File: src/rtl/sdm_mash111.sv
// MASH 1-1-1 sigma-delta modulator for a fractional-N divider: turns the shadowed
// fractional word into a per-reference-cycle MMD modulus with optional LFSR dither.
module sdm_mash111 #(
   parameter int W  = 15,
   parameter int NW = 8
) (
   input  logic          clk_ref,
   input  logic          rstn,
   input  logic          enable,
   input  logic          load,
   input  logic [W-1:0]  frac_in,
   input  logic [NW-1:0] nint_in,
   input  logic [1:0]    order,
   input  logic          dither_en,
   output logic [NW:0]   div_out,
   output logic          sdm_qn,
   output logic [W-1:0]  frac_out,
   output logic          valid
);

   localparam logic [1:0] ORD_INT  = 2'd0;
   localparam logic [1:0] ORD_M1   = 2'd1;
   localparam logic [1:0] ORD_M11  = 2'd2;
   localparam logic [1:0] ORD_M111 = 2'd3;

   localparam int                LFSR_W    = 15;
   localparam logic [LFSR_W-1:0] LFSR_SEED = 15'h0001;

   // Shadow registers
   logic [W-1:0]  frac_q;
   logic [NW-1:0] nint_q;
   logic [1:0]    order_q;
   logic          dither_q;

   // Modulator state
   logic [W-1:0]      acc1_q, acc2_q, acc3_q;
   logic              c1_q, c2_q, c3_q;
   logic              c2d_q, c3d_q, c3dd_q;
   logic [LFSR_W-1:0] lfsr_q, lfsr_d;
   logic              primed_q;

   // Output registers
   logic [NW:0] div_q, div_d;
   logic        qn_q;
   logic        valid_q;

   logic [W:0]           stage1_d, stage2_d, stage3_d;
   logic signed [3:0]    y1, y2, y3, y;
   logic signed [NW+1:0] div_sum;

   always_comb begin
      // Each stage adds the value the previous stage stores on this same edge.
      stage1_d = {1'b0, acc1_q} + {1'b0, frac_q} + {{W{1'b0}}, dither_q & lfsr_q[0]};
      stage2_d = {1'b0, acc2_q} + {1'b0, stage1_d[W-1:0]};
      stage3_d = {1'b0, acc3_q} + {1'b0, stage2_d[W-1:0]};

      y1 = {3'b000, c1_q};
      y2 = y1 + {3'b000, c2_q} - {3'b000, c2d_q};
      y3 = y2 + {3'b000, c3_q} - {2'b00, c3d_q, 1'b0} + {3'b000, c3dd_q};

      // NOTE: default assignment first so no path through this block infers a latch.
      y = '0;
      case (order_q)
         ORD_M1:   y = y1;
         ORD_M11:  y = y2;
         ORD_M111: y = y3;
         default:  y = '0;
      endcase

      // A negative modulus is not realisable by the MMD, so it is clamped to zero.
      div_sum = $signed({2'b00, nint_q}) + $signed({{(NW-2){y[3]}}, y});
      div_d   = div_sum[NW+1] ? '0 : div_sum[NW:0];

      lfsr_d = {lfsr_q[LFSR_W-2:0], lfsr_q[14] ^ lfsr_q[13]};
   end

   always_ff @(posedge clk_ref or negedge rstn) begin
      if (!rstn) begin
         frac_q   <= '0;
         nint_q   <= '0;
         order_q  <= ORD_INT;
         dither_q <= 1'b0;
         acc1_q   <= '0;
         acc2_q   <= '0;
         acc3_q   <= '0;
         c1_q     <= 1'b0;
         c2_q     <= 1'b0;
         c3_q     <= 1'b0;
         c2d_q    <= 1'b0;
         c3d_q    <= 1'b0;
         c3dd_q   <= 1'b0;
         lfsr_q   <= LFSR_SEED;
         primed_q <= 1'b0;
         div_q    <= '0;
         qn_q     <= 1'b0;
         valid_q  <= 1'b0;
      end else begin
         if (enable) begin
            acc1_q   <= stage1_d[W-1:0];
            c1_q     <= stage1_d[W];
            acc2_q   <= stage2_d[W-1:0];
            c2_q     <= stage2_d[W];
            acc3_q   <= stage3_d[W-1:0];
            c3_q     <= stage3_d[W];
            c2d_q    <= c2_q;
            c3d_q    <= c3_q;
            c3dd_q   <= c3d_q;
            lfsr_q   <= lfsr_d;
            primed_q <= 1'b1;
            div_q    <= div_d;
            qn_q     <= (order_q != ORD_INT) && c1_q;
            valid_q  <= (order_q != ORD_INT) && primed_q;
         end else begin
            div_q   <= {1'b0, nint_q};
            qn_q    <= 1'b0;
            valid_q <= 1'b0;
         end

         if (load) begin
            frac_q   <= frac_in;
            nint_q   <= nint_in;
            order_q  <= order;
            dither_q <= dither_en;
            // NOTE: these later non-blocking writes override the stage update above,
            // so an order change wins over the same-edge accumulation.
            if (order != order_q) begin
               acc2_q <= '0;
               acc3_q <= '0;
               c2_q   <= 1'b0;
               c3_q   <= 1'b0;
               c2d_q  <= 1'b0;
               c3d_q  <= 1'b0;
               c3dd_q <= 1'b0;
            end
         end
      end
   end

   assign div_out  = div_q;
   assign sdm_qn   = qn_q;
   assign frac_out = frac_q;
   assign valid    = valid_q;

endmodule
File: config.mk
export PLATFORM = sky130hd
export DESIGN_NAME = sdm_mash111
export DESIGN_NICKNAME = d
export VERILOG_FILES = /design/src/rtl/sdm_mash111.sv
export SDC_FILE = /design/constraint.sdc
export NUM_CORES = 1
export LEC_CHECK = 0
export BUFFER_PORTS_ARGS = -buffer_cell sky130_fd_sc_hd__buf_2
export CAP_MARGIN = 20
export CORE_ASPECT_RATIO = 1.1
export CORE_MARGIN = 2
export CORE_UTILIZATION = 55
export DETAILED_ROUTE_END_ITERATION = 10
export GPL_TIMING_DRIVEN = 0
export PLACE_DENSITY_LB_ADDON = 0.25
export SLEW_MARGIN = 20
export SYNTH_ARGS = -nofsm -noshare
export SYNTH_HDL_FRONTEND = slang
export SYNTH_SLANG_ARGS = --single-unit
File: constraint.sdc
create_clock -name clk_ref -period 4.96 [get_ports clk_ref]
set_input_delay 0.248 -clock clk_ref [delete_from_list [all_inputs] [get_ports clk_ref]]
set_output_delay 0.248 -clock clk_ref [all_outputs]
set_load 0.01 [all_outputs]
==> summary.md <==
| Metric | Value |
|---|---|
| Result of the run | completed |
| Portion of the post-synthesis area used by sequential elements | 39.09% |
| Setup violations, final | 0 |
| Setup slack, reg-to-reg | 120 ps |
| Design Area, Final | 7659 µm² |
| Cell count after synthesis | 670 |
| Most used flip-flop cell after synthesis | sky130_fd_sc_hd__dfrtp_1 |
| Pin count of the biggest net entering global routing | 80 |
| H-tree depth | 3 |
| Synth unique cells | 67 |
| Average wire per standard cell | 16.54 µm |
| TritonCTS buffer count | 9 |
| List of cells traversed by the critical path | nand2_4 > fa_2 > fa_2 > nor2b_4 > o2111ai_2 > a21oi_2 > o21a_1 > o21ai_2 > and2_4 > ha_4 > nand2_2 > nor4_4 > o31ai_2 > a21oi_2 > nor2b_1 > xnor2_1 > ha_2 > or3_1 > o21ai_1 > a31o_2 > a41oi_2 > xnor2_1 > a211oi_1 |
| Data arrival time of the worst path | 5110 ps |
| Final global-route overflow total | 0 |
| Layout cell share with drive strength beyond 1 | 22.01% |
| Fill count | 959 |
| DP HPWL | 11100 µm |
| EDFF count, synth | 0 |
| Start point of the worst min-delay path | nint_in[7] |
| Total of buffers placed on input and output ports | 53 |
| Final worst path period share | 97.64% |
| Area of the die | 13010 µm² |
| Vias per cell | 5.778 |
| Inst Count DP | 878 |
| Register bit count reported by yosys | 104 |
| Startpoint kind of the worst setup timing path | flop |
| Overall global routing resource usage | 23.98% |
| Row count | 42 |
| R2r worst-path depth | 23 |
| Horizontal die dimension | 108.9 µm |
| WP data required | 5220 ps |
| Number of vias in the routed layout | 5194 |
| Hold Path Sink | nint_q[7] |
| Clock Tree Root | sky130_fd_sc_hd__clkbuf_16 |
| Worst hold slack after final layout | 100.6 ps |
| Post-route clock skew | 9.454 ps |
| Number of pins exceeding their max-slew limit in the final report | 0 |
| Post-Syn Area per Cell | 9.941 µm² |
| Final design utilization | 64.20% |
| Final Non-Filler Cells | 899 |
| Final-stage net count | 837 |
| Number of buffers and inverters on the critical path | 0 |
| 1st-pass router iterations | 5 |
| Remaining number of nets flagged by the antenna check after routing | 0 |
| Share of flip-flops with an asynchronous set or reset | 100.0% |
| Worst reg2reg path endpoint | acc3_q[14] |
| Clock network latency to the later pin of the worst-skew pair | 360 ps |
| Cell area reported after detailed placement | 7152 µm² |
| Most frequent cells in the layout | 103 x sky130_fd_sc_hd__dfrtp_1, 66 x sky130_fd_sc_hd__nor2_1, 59 x sky130_fd_sc_hd__buf_2 |
| Startpoint of the lowest-slack register-to-register path | lfsr_q[0] |
| First-pass GRT wire length | 24300 µm |
| Cell depth of the worst setup path | 23 |
| Nets in the synthesized netlist | 767 |
| Max capacitance violation total | 0 |
| Setup repair after global routing missed its margin | true |
| Hold violation total from the final report | 0 |
| Critical Path Slowest Stage Cell | sky130_fd_sc_hd__dfstp_2 |
| Worst Setup End Kind | flop |
| Worst path top cell family by delay | compound AO/OA/AOI/OAI gates |
| Worst slew margin | 49.72% |
| Maximum cell stage delay along the critical path | 570 ps |
| Number of antenna violations at the first check in global routing | 0 |
| Number of global-route vias before repair | 5096 |
| CTS tree | done |
| Post-synthesis instance area | 6660 µm² |
| Routed WL | 14870 µm |
| Diodes inserted | 0 |
| Achievable Freq | 0.2065 GHz |
| Category of the most critical setup path | reg -> reg |
| Number of warnings reported in the yosys synthesis log | 0 |
| Count of clock tree sinks | 104 |
| Count of pins on the block boundary | 56 |
| Depth of the worst hold-timing path | 3 |
| Most common library cell in the layout ignoring fill and taps | sky130_fd_sc_hd__dfrtp_1 |
| Slew at the pin closest to its max-slew limit | 754.2 ps |
| Crit path max fanout | 5 |
| Starting density of the core | 55.83% |
| DRC | 0 |
| Clock-pin slew on the worst setup and hold paths | 70 ps |
| First-iteration detailed-routing DRC count | 284 |
| GP Congestion | 0.8988 |
| Syn-to-layout area delta | 14.99% |
| Final worst path period need | 4843 ps |
| Total core area | 11930 µm² |
| Class of the worst hold path | in -> reg |
| Maximum clock path buffer count | 2 |
| Height of the die | 119.4 µm |
==> final cells by class <==
class                   count  area (µm²)  area share, %
inverters                  34       127.6          1.666
clock inverters             5       80.08          1.046
multi-input cells         509        3978          51.94
clock buffers              11       242.7          3.169
flip-flops and latches    104        2604          34.00
well taps                 154       192.7          2.516
repair buffers             59       339.1          4.427
plain buffers              23       95.09          1.242
==> through the flow <==
stage	TNS, ps	worst slack [ps]
3_3_place_gp	-180.3	-164.2
3_5_place_dp	-277.1	-225.6
2_1_floorplan	0	392.8
4_1_cts	-26.35	-26.35
5_1_grt	-156.6	-117.5
6_report	0	117.2
==> repair_timing <==
item / in CTS / in global routing
setup endpoints to repair: 2 / 5
cloned: 0 / 0
endpoints found under the hold margin: 25 / 0
gates resized for setup: 4 / 26
buffers inserted: 3 / 1
hold buffers: 1 / 0
pin swaps: 3 / 16
==> registers in the layout, summed over array words and instances (netlist names), 2 cells and up <==
name	cells
order_q	2
div_out	9
frac_out	15
acc1_q	15
acc2_q	15
lfsr_q	15
acc3_q	15
nint_q	8
==> tightest hold or removal path, delay by kind of cell <==
family / cells / cell delay [ps]
simple gates: 1 / 40
buf+inv: 1 / 70
compound gates: 1 / 60
==> cells by family after synthesis <==
group                    share of synthesized area (%)
adder cells (fa/ha/maj)                          13.38
XOR/XNOR                                         5.523
AO/OA/AOI/OAI                                    17.73
multiplexers                                     8.886
flip-flops                                       39.09
buffers and inverters                            3.344
AND/OR/NAND/NOR                                  12.04
==> cells in the mapped netlist (all sizes together) (8+ instances only) <==
cell type  number  area share (%)
clkbuf         13            0.73
nor2           66             3.7
nand2b          8            0.75
inv            34             1.9
o22ai          11             1.2
nor3           12            0.90
a211oi         14             1.7
mux2i          13             2.0
buf            10            0.70
o21a           14             1.6
xnor2          27             3.6
xor2           15             2.0
ha             60              11
nand2          49             2.8
dfrtp         103              39
o21ai          44             3.4
a21oi          39             3.0
nor2b           8            0.75
mux2           41             6.9
==> worst max-delay path by stage <==
stage	startpoint	end	slack, ps
2_1_floorplan	lfsr_q[0]	acc3_q[14]	390
3_3_place_gp	lfsr_q[0]	acc3_q[14]	-160
3_5_place_dp	lfsr_q[0]	acc3_q[14]	-230
4_1_cts	lfsr_q[0]	acc3_q[14]	-30
5_1_grt	lfsr_q[0]	acc3_q[14]	-120
6_report	lfsr_q[0]	acc3_q[14]	120
==> routing by layer <==
layer / share of wire, % / GRT usage (%) / vias up
li1: - / - / 2545
met1: 42 / 30.32 / 2505
met2: 51 / 40.33 / 111
met3: 4.5 / 5.036 / 33
met4: 2.6 / 8.253 / 0
met5: 0 / 0 / -
Power is left out: the tool's default activity adds up to more than one toggle a clock period on the data nets, which glitch-free logic cannot reach.
